--- src/rtl/serial_pkg.sv ---
// Shared types for the serial packet transmitter: FSM states, byte-select codes and the
// default sync byte.
package serial_pkg;

  typedef enum logic [2:0] {
    StIdle,
    StLoad,
    StIssue,
    StWaitLo,
    StWaitHi
  } state_e;

  typedef enum logic [1:0] {
    SEL_SYNC,
    SEL_LEN,
    SEL_PAY,
    SEL_CSUM
  } sel_e;

  localparam logic [7:0] SYNC_BYTE_DEFAULT = 8'hA5;

endpackage

--- src/rtl/serial_byte_fifo.sv ---
// Synchronous byte FIFO with a single-entry pop and a bulk drop used to discard the
// rest of an aborted payload.
module serial_byte_fifo #(
  parameter int unsigned DEPTH = 16,
  localparam int unsigned AW = $clog2(DEPTH),
  localparam int unsigned CW = AW + 1
) (
  input  logic          clk,
  input  logic          rst_n,
  input  logic          i_push,
  input  logic [7:0]    i_data,
  input  logic          i_pop,
  input  logic [CW-1:0] i_drop,
  output logic [7:0]    o_head,
  output logic [CW-1:0] o_count,
  output logic          o_full,
  output logic          o_empty
);

  logic [7:0]    r_mem [DEPTH];
  logic [AW-1:0] r_wr_ptr;
  logic [AW-1:0] r_rd_ptr;
  logic [CW-1:0] r_count;

  logic          w_push;
  logic          w_pop;
  logic [CW-1:0] w_rd_step;

  assign o_full    = (r_count == CW'(DEPTH));
  assign o_empty   = (r_count == '0);
  assign o_count   = r_count;
  assign o_head    = r_mem[r_rd_ptr];
  assign w_push    = i_push & ~o_full;
  assign w_pop     = i_pop & ~o_empty;
  assign w_rd_step = CW'(w_pop) + i_drop;

  always_ff @(posedge clk) begin
    if (w_push) begin
      r_mem[r_wr_ptr] <= i_data;
    end
  end

  // DEPTH is a power of two, so pointer arithmetic wraps on its own.
  always_ff @(posedge clk or negedge rst_n) begin
    if (!rst_n) begin
      r_wr_ptr <= '0;
      r_rd_ptr <= '0;
      r_count  <= '0;
    end else begin
      if (w_push) begin
        r_wr_ptr <= r_wr_ptr + AW'(1);
      end
      r_rd_ptr <= r_rd_ptr + AW'(w_rd_step);
      r_count  <= r_count + CW'(w_push) - w_rd_step;
    end
  end

endmodule

--- src/rtl/serial_packet_tx.sv ---
// Framed packet transmitter: SYNC, LEN, payload, CSUM handed byte-by-byte to a byte sender.
// Optional watchdog abort enabled by defining SERIAL_PKT_TIMEOUT_EN.
module serial_packet_tx
  import serial_pkg::*;
#(
  parameter int unsigned FIFO_DEPTH = 16,
  parameter logic [7:0]  SYNC_BYTE  = SYNC_BYTE_DEFAULT,
`ifdef SERIAL_PKT_TIMEOUT_EN
  parameter int unsigned TIMEOUT_CYCLES = 4096,
`endif
  localparam int unsigned CW = $clog2(FIFO_DEPTH) + 1
) (
  input  logic          clk,
  input  logic          rst_n,
  input  logic [7:0]    in_data,
  input  logic          in_valid,
  output logic          in_ready,
  input  logic          start,
  input  logic [7:0]    start_len,
  output logic          busy,
  output logic          done,
  output logic          err,
  output logic [7:0]    tx_data,
  output logic          tx_e,
  input  logic          tx_avail,
  output logic [CW-1:0] fifo_count
);

  state_e        r_state;
  sel_e          r_sel;
  logic [7:0]    r_len;
  logic [7:0]    r_csum;
  logic [7:0]    r_pay_cnt;
  logic [7:0]    r_tx_data;
  logic          r_tx_e;
  logic          r_busy;
  logic          r_done;
  logic          r_err;

  logic [7:0]    w_head;
  logic [CW-1:0] w_count;
  logic          w_full;
  logic          w_empty;
  logic          w_pop;
  logic [CW-1:0] w_drop;
  logic          w_len_bad;
  logic          w_abort;

  assign w_pop     = (r_state == StLoad) && (r_sel == SEL_PAY) && !w_empty;
  assign w_len_bad = (start_len == 8'd0) || ({1'b0, start_len} > 9'(w_count));

  serial_byte_fifo #(
    .DEPTH(FIFO_DEPTH)
  ) u_fifo (
    .clk    (clk),
    .rst_n  (rst_n),
    .i_push (in_valid),
    .i_data (in_data),
    .i_pop  (w_pop),
    .i_drop (w_drop),
    .o_head (w_head),
    .o_count(w_count),
    .o_full (w_full),
    .o_empty(w_empty)
  );

`ifdef SERIAL_PKT_TIMEOUT_EN
  localparam int unsigned TW = $clog2(TIMEOUT_CYCLES + 1);

  logic [TW-1:0] r_tmo;
  logic          w_wait_stay;

  assign w_wait_stay = ((r_state == StWaitLo) && tx_avail) ||
                       ((r_state == StWaitHi) && !tx_avail);
  assign w_abort     = w_wait_stay && (r_tmo == TW'(TIMEOUT_CYCLES - 1));
  // Bytes already loaded have left the FIFO; only the unloaded remainder is dropped.
  assign w_drop      = w_abort ? CW'(r_len - r_pay_cnt) : '0;

  always_ff @(posedge clk or negedge rst_n) begin
    if (!rst_n) begin
      r_tmo <= '0;
    end else if (w_wait_stay && !w_abort) begin
      r_tmo <= r_tmo + TW'(1);
    end else begin
      r_tmo <= '0;
    end
  end
`else
  assign w_abort = 1'b0;
  assign w_drop  = '0;
`endif

  always_ff @(posedge clk or negedge rst_n) begin
    if (!rst_n) begin
      r_state   <= StIdle;
      r_sel     <= SEL_SYNC;
      r_len     <= '0;
      r_csum    <= '0;
      r_pay_cnt <= '0;
      r_tx_data <= '0;
      r_tx_e    <= 1'b0;
      r_busy    <= 1'b0;
      r_done    <= 1'b0;
      r_err     <= 1'b0;
    end else begin
      r_tx_e <= 1'b0;
      r_done <= 1'b0;
      unique case (r_state)
        StIdle: begin
          if (start) begin
            if (w_len_bad) begin
              r_err <= 1'b1;
            end else begin
              r_err     <= 1'b0;
              r_len     <= start_len;
              r_csum    <= start_len;
              r_pay_cnt <= '0;
              r_busy    <= 1'b1;
              r_sel     <= SEL_SYNC;
              r_state   <= StLoad;
            end
          end
        end
        StLoad: begin
          unique case (r_sel)
            SEL_SYNC: r_tx_data <= SYNC_BYTE;
            SEL_LEN:  r_tx_data <= r_len;
            SEL_PAY: begin
              r_tx_data <= w_head;
              r_csum    <= r_csum ^ w_head;
              r_pay_cnt <= r_pay_cnt + 8'd1;
            end
            SEL_CSUM: r_tx_data <= r_csum;
            default:  r_tx_data <= r_tx_data;
          endcase
          r_state <= StIssue;
        end
        StIssue: begin
          if (tx_avail) begin
            r_tx_e  <= 1'b1;
            r_state <= StWaitLo;
          end
        end
        StWaitLo: begin
          if (!tx_avail) begin
            r_state <= StWaitHi;
          end
        end
        StWaitHi: begin
          if (tx_avail) begin
            r_state <= StLoad;
            unique case (r_sel)
              SEL_SYNC: r_sel <= SEL_LEN;
              SEL_LEN:  r_sel <= SEL_PAY;
              SEL_PAY: begin
                if (r_pay_cnt == r_len) begin
                  r_sel <= SEL_CSUM;
                end
              end
              SEL_CSUM: begin
                r_state <= StIdle;
                r_busy  <= 1'b0;
                r_done  <= 1'b1;
              end
              default: r_sel <= SEL_SYNC;
            endcase
          end
        end
        default: r_state <= StIdle;
      endcase
      if (w_abort) begin
        r_state <= StIdle;
        r_busy  <= 1'b0;
        r_err   <= 1'b1;
      end
    end
  end

  assign in_ready   = ~w_full;
  assign fifo_count = w_count;
  assign busy       = r_busy;
  assign done       = r_done;
  assign err        = r_err;
  assign tx_data    = r_tx_data;
  assign tx_e       = r_tx_e;

endmodule

--- config.mk ---
export PLATFORM = sky130hd
export DESIGN_NAME = serial_packet_tx
export DESIGN_NICKNAME = d
export VERILOG_FILES = /design/src/rtl/serial_pkg.sv /design/src/rtl/serial_byte_fifo.sv /design/src/rtl/serial_packet_tx.sv
export SDC_FILE = /design/constraint.sdc
export NUM_CORES = 1
export LEC_CHECK = 0
export ABC_AREA = 1
export CORE_AREA = 3 3 132 134
export DETAILED_ROUTE_END_ITERATION = 16
export DIE_AREA = 0 0 135 137
export HOLD_SLACK_MARGIN = 0.02
export PLACE_DENSITY = 0.7
export SKIP_LAST_GASP = 1
export SLEW_MARGIN = 30
export SYNTH_ARGS = -nofsm -noshare
export SYNTH_HDL_FRONTEND = slang
export SYNTH_SLANG_ARGS = --single-unit
--- constraint.sdc ---
create_clock -name clk -period 3 [get_ports clk]
set_input_delay 0.9 -clock clk [delete_from_list [all_inputs] [get_ports clk]]
set_output_delay 0.9 -clock clk [all_outputs]
set_load 0.005 [all_outputs]
== Word level (Yosys, flattened, before mapping) ==
Memories as Yosys holds them, arrays and structs flattened.
Cells that the tools add are included.

* Mux-type cells: 35
* Bitwise logic cells: 6
* Equality and inequality tests: 18
* Reduce and logical (&&, ||, !) cells: 16
* Magnitude comparators: 1
* Add/sub/neg operators: 5

{| class="wikitable"
|+ Operators by type and width
! operator !! count
|-
| two-way mux 8 bit || 6
|-
| one-hot mux 8 bit (2 select lines) || 2
|-
| one-hot mux 8 bit (4 select lines) || 1
|-
| two-way mux 3 bit || 5
|-
| one-hot mux 3 bit (5 select lines) || 1
|-
| two-way mux 1 bit || 13
|-
| inequality test 2 bit, second input constant || 5
|-
| AND reduction 5 bit || 2
|-
| adder 8 x 1 -> 8 bit, second input constant || 1
|-
| equality test 8 bit || 1
|-
| greater-than comparator 8 x 5 -> 1 bit || 1
|-
| logical NOT 8 bit || 1
|-
| two-way mux 2 bit || 4
|-
| XOR 8 bit || 1
|-
| equality test 3 x 2 -> 1 bit, second input constant || 2
|-
| one-hot mux 2 bit (3 select lines) || 1
|-
| AND reduction 6 bit || 1
|-
| adder 5 x 1 -> 5 bit || 1
|-
| equality test 5 bit, second input constant || 1
|-
| logical NOT 5 bit || 1
|-
| subtractor 5 x 1 -> 5 bit || 1
|-
| adder 4 x 1 -> 4 bit || 1
|-
| adder 4 x 1 -> 4 bit, second input constant || 1
|-
| equality test 2 bit, second input constant || 2
|-
| 19 further kinds || 25
|}

* Output and inout bits: 18
* Register bits after elaboration: 54
* RAM bits: 128
* Memories kept: 1

{| class="wikitable"
|+ Memories
! name !! words !! bits a word !! read ports !! clocked after Yosys merged registers in !! wr ports !! RTL line !! text
|-
| u_fifo.r_mem || 16 || 8 || 1 || 0 || 1 || serial_byte_fifo.sv:20 || <nowiki>logic [7:0] r_mem [DEPTH];</nowiki>
|}

== Logic depth before layout (Yosys ltp) ==
* Word-level depth: 5
* Mapped depth: 15
* Mapped depth without buffers: 14

== Modules after synthesis ==
From an unflattened synthesis, not the netlist that was laid out.

* Cells, all modules: 927
* Area, all modules: 8859.7 sq um

{| class="wikitable"
|+ By module, submodules not included
! module !! times used !! area an instance (sq um) !! cells each !! seq. area each (sq um)
|-
| serial_byte_fifo || 1 || 6397.4 || 606 || 4169.0
|-
| serial_packet_tx || 1 || 2462.4 || 321 || 1026.0
|}

== Least setup slack after synthesis ==
No wires, ideal clock.

* Path kind: register to register
* Start point: register r_state[2]
* End point: register u_fifo.r_count[4] (netlist: u_fifo.o_count[4])
* Clock period less this slack: 2290 ps
* Cell stages (with the launch flop): 14
* Arrival time: 2211 ps
* Slack: 710 ps
* Buffers on the path: 0
* Cell sequence: dfrtp_1 > inv_2 > nand3_2 > inv_2 > nand2_4 > a41oi_1 > ha_1 > inv_1 > ha_1 > fa_1 > a21oi_1 > nor2_1 > nor2_1 > xor2_1

* Longest elaborated chain between the ends: 5

{| class="wikitable"
|+ Ends and longest elaborated chain
! item !! RTL line !! text
|-
| start, declared || serial_packet_tx.sv:29 || <nowiki>state_e r_state;</nowiki>
|-
| start signal, assigned || serial_packet_tx.sv:95 || <nowiki>r_state <= StIdle;</nowiki>
|-
| start signal, assigned || serial_packet_tx.sv:120 || <nowiki>r_state <= StLoad;</nowiki>
|-
| start signal, assigned || serial_packet_tx.sv:136 || <nowiki>r_state <= StIssue;</nowiki>
|-
| equality test 3 x 1 -> 1 bit || serial_packet_tx.sv:49 || <nowiki>assign w_pop = (r_state == StLoad) && (r_sel == SEL_PAY) && !w_empty;</nowiki>
|-
| logical AND 1 bit (2 in a row) || serial_packet_tx.sv:49 ||
|-
| bitwise AND 1 bit || serial_byte_fifo.sv:34 || <nowiki>assign w_pop = i_pop & ~o_empty;</nowiki>
|-
| subtractor 5 x 1 -> 5 bit || serial_byte_fifo.sv:54 || <nowiki>r_count <= r_count + CW'(w_push) - w_rd_step;</nowiki>
|-
| end signal, assigned || serial_byte_fifo.sv:54 ||
|-
| end, declared || serial_byte_fifo.sv:23 || <nowiki>logic [CW-1:0] r_count;</nowiki>
|}

No other way between the ends.
A chain may end at the register's enable or synchronous reset.

== Worst setup path after layout ==
* Start point: register u_fifo.r_count[2] (netlist: u_fifo.o_count[2])
* End point: output in_ready

* Longest elaborated chain between the ends: 2

{| class="wikitable"
|+ Ends and longest elaborated chain
! item !! RTL line !! text
|-
| equality test 5 bit || serial_byte_fifo.sv:29 || <nowiki>assign o_full = (r_count == CW'(DEPTH));</nowiki>
|-
| NOT 1 bit || serial_packet_tx.sv:179 || <nowiki>assign in_ready = ~w_full;</nowiki>
|-
| end, declared || serial_packet_tx.sv:17 || <nowiki>output logic in_ready,</nowiki>
|}

No other way between the ends.

==> metrics.md <==
| Metric | Value |
|---|---|
| Status | `complete, no violations` |
| Die Area | `18500 um^2` |
| Number of synthesized flops with an enable pin | `128` |
| # IOs | `39` |
| Number of global-route vias before repair | `approximately 5600` |
| Initial antenna violation count | `0` |
| Post-DRT Antenna Nets | `0` |
| Syn nets | `929` |
| # hold bufs at CTS | `0` |
| Post-Syn Instances | `885` |
| CTS sink count | `182` |
| Async SR Flop Fraction | `29.67%` |
| Max Freq | `351.4 MHz` |
| Grt ovf | `0` |
| Synth warn | `0` |
| Largest cells by area after synthesis | `edfxtp_1, dfrtp_1, nand2_1` |
| Initial DRC Count | `540` |
| Setup TNS | `0 ns` |
| Avg Inst Size Synth | `just under 10 um^2` |
| Worst IR drop on VDD | `0.6617 mV` |
| Synth-to-Final Area Change | `14.44%` |
| Synth top area share | `between 40% and 50%` |
| Clock buffer depth | `2` |
| CP max FO | `3` |
| DR vias/cell | `5.152` |
| Period minus WS final | `2.846 ns` |
| DRC Markers | `0` |
| Main synth FF type | `edfxtp_1` |
| Cell Area, Placed | `9290 um^2` |
| Multi-input logic area | `2890 um^2` |
| Worst Path Buf+Inv | `2` |
| Root Driver | `clkbuf_16` |
| WP data required | `between 2 and 2.5 ns` |
| Crit Path Class | `flop to output pin` |
| Via count | `around 6000` |
| Crit end category | `output pin` |
| Net Switching | `approximately 2400 uW` |
| Drt wl/cell | `between 15 and 20 um` |
| RSZ-0062 raised after global routing | `false` |
| Tcrit/Tclk final | `94.85%` |
| Total chip power | `around 7400 uW` |
| # H-tree levels | `4` |
| Comb pwr share | `24.9%` |
| CP Cell Sequence | `inv_1 -> ha_1 -> nand4_1 -> clkdlybuf4s50_1` |
| Fraction of layout cells with a size suffix above 1 | `9.454%` |
| Setup Fix Bufs, Post-CTS | `0` |
| Sequential fraction of design power | `a little under half` |
| Synth area leader | `edfxtp_1` |
| Final Max Slew Viols | `0` |
| Post-CTS sizing | `0` |
| CTS Buf Count | `17` |
| Starting density of the core | `52.60%` |
| Nets | `slightly below 1000` |
| Slew margin rel. | `52.83%` |
| Sw frac | `between 30 and 40%` |
| Synth Cell Area | `8630 um^2` |
| First-pass GRT wire length | `29890 um` |
| Reg2Reg Setup Slack | `0.49 ns` |
| Hold WC Path Type | `flop to flop` |
| Int Power | `5016 uW` |
| Critical path's top delay family | `buffers and inverters` |
| Largest net degree at the start of global routing | `54` |
| GP Congestion | `0.8627` |
| Drt pass-1 iters | `5` |
| Crit path max-delay cell type | `clkdlybuf4s50_1` |
| CTS tree | `yes` |
| Clock Skews | `0.01752 ns` |
| Setup violators final | `0` |
| Worst Setup Start Kind | `flop` |
| ANT cells | `0` |
| Cells after DPL | `1140` |
| Sequential share of the synthesized area | `60.20%` |
| FF/Latch Area | `5196 um^2` |
| Count of state elements after synthesis | `approximately 180` |
| PwrDens | `about 750 nW/um^2` |
| Routed WL | `18870 um` |
| Worst-path clk slew | `0.07 ns` |
| DPL Wire Length | `around 13000 um` |
| Post-layout instance area | `9876 um^2` |
| Chip width | `about 140 um` |
| Hold violation count in the final report | `0` |
| Leakage | `0.004272 uW` |
| Fillcell total | `1354` |
| Number of max-cap violations | `0` |
| Num rows | `47` |
| Worst skew pair latency | `0.43 ns` |
| Total GRT Usage | `21.46%` |
| Core area | `16410 um^2` |
| Worst path max stage delay | `0.52 ns` |
| Clock network fraction of total power | `a little under 30%` |
| Port Buffer Count | `38` |
| Data arrival, critical path | `1.95 ns` |
| Worst slew pin tran | `0.7075 ns` |
| Yosys cell types | `44` |
| Die height | `137 um` |
| Fin cells | `1172` |
[per-layer routing]
layer	vias to the layer above	global-route usage (%)	share of wire, %	wire, um
met1	2876	27.87	43	8151
met5	-	0	0	0
met3	18	4.669	4.8	912
met4	0	5.655	1.1	202
met2	155	36.88	51	9608
li1	2989	-	-	-
[placed cells by master, fill, tap and decap left out, types with 2 or more instances in the layout]
cell type        count
xnor2_1              6
xor2_1              13
nand3b_1             2
inv_6                3
clkbuf_1             2
o21bai_1             3
clkdlybuf4s50_1     37
nand2_2              2
dfrtp_1             53
clkinvlp_4           2
nor2_8               2
inv_8                5
o21ai_1              8
nand4_1             12
nand2_4              6
clkbuf_16           17
or2_2                2
buf_12               2
inv_2                8
o21ai_0             12
nand2_1            310
nor3_1               3
nand3_1             66
o211ai_1             4
a21oi_2              2
edfxtp_1           128
inv_1               75
ha_1                22
buf_4               24
a221oi_1             4
clkinv_1             4
a21oi_1             13
nand3_2              5
nor2_1              79
[area by class of cell]
class / instances / share of cell area (%)
Clock buffer: 19 / 4.384
Inverter: 88 / 3.370
Clock inverter: 13 / 1.546
Tap cell: 220 / 2.787
Timing Repair Buffer: 64 / 6.031
Sequential cell: 182 / 52.62
Multi-Input combinational cell: 586 / 29.27
[state kept, by name (all words and copies together) (netlist names), 4 cells and up]
signal	count
r_csum	8
r_pay_cnt	8
u_fifo.o_count	5
u_fifo.r_wr_ptr	4
tx_data	8
u_fifo.r_rd_ptr	4
r_len	8
u_fifo.r_mem	128
[synth_stat cells, drive strengths merged (12+ instances only)]
cell type  count
a21oi         15
buf           26
dfrtp         54
edfxtp       128
ha            22
inv           84
nand2        318
nand3         71
nand4         12
nor2          83
o21ai         20
xor2          13
[final timing paths]
path	start	to	cells past startpoint
min	tx_data[1]	tx_data[1]	2
max	u_fifo.o_count[2]	in_ready	4
min reg2reg	tx_data[1]	tx_data[1]	2
max in group asynchronous	rst_n	u_fifo.r_rd_ptr[0]	2
max reg2reg	r_state[2]	u_fifo.o_count[4]	13
min in group asynchronous	rst_n	r_state[1]	1
[power by group through the flow]
stage | registers, uW | clock network [uW] | logic, uW
2_1_floorplan | 3340 | 0 | 1240
3_3_place_gp | 3420 | 0 | 1800
3_5_place_dp | 3420 | 0 | 1840
4_1_cts | 3370 | 2240 | 1860
5_1_grt | 3420 | 2350 | 2080
6_report | 3380 | 2210 | 1850
[logic make-up (layout without fill, tap and decap cells)]
family | count (synthesis) | in the layout | synth area share [%]
buffers and inverters | 117 | 184 | 6.307
DFF | 182 | 182 | 60.20
AOI/OAI and AO/OA | 50 | 50 | 3.596
adders and majority gates | 23 | 23 | 3.422
xor gates and xnor gates | 19 | 19 | 1.928
and+or+nand+nor | 494 | 494 | 24.55
[per-stage QoR]
step	setup slack, ns	hold slack, ns	util, %
2_1_floorplan	0.7096	0.4642	-
3_3_place_gp	0.2375	0.4652	56.62
3_5_place_dp	0.2280	0.4668	56.62
4_1_cts	0.1193	0.4854	60.19
5_1_grt	0.06594	0.4961	60.19
6_report	0.1545	0.4791	60.19
[worst reg2reg max path: stages, from the launching register on]
cell     delay (ns)
dfrtp_1        0.50
inv_2          0.10
nand3_2        0.09
inv_2          0.09
nand2_4        0.07
a41oi_1        0.31
ha_1           0.18
inv_1          0.04
ha_1           0.20
fa_1           0.41
a21oi_1        0.14
nor2_1         0.05
nor2_1         0.11
xor2_1         0.15
Note: power is estimated with default switching activity, not from simulation.
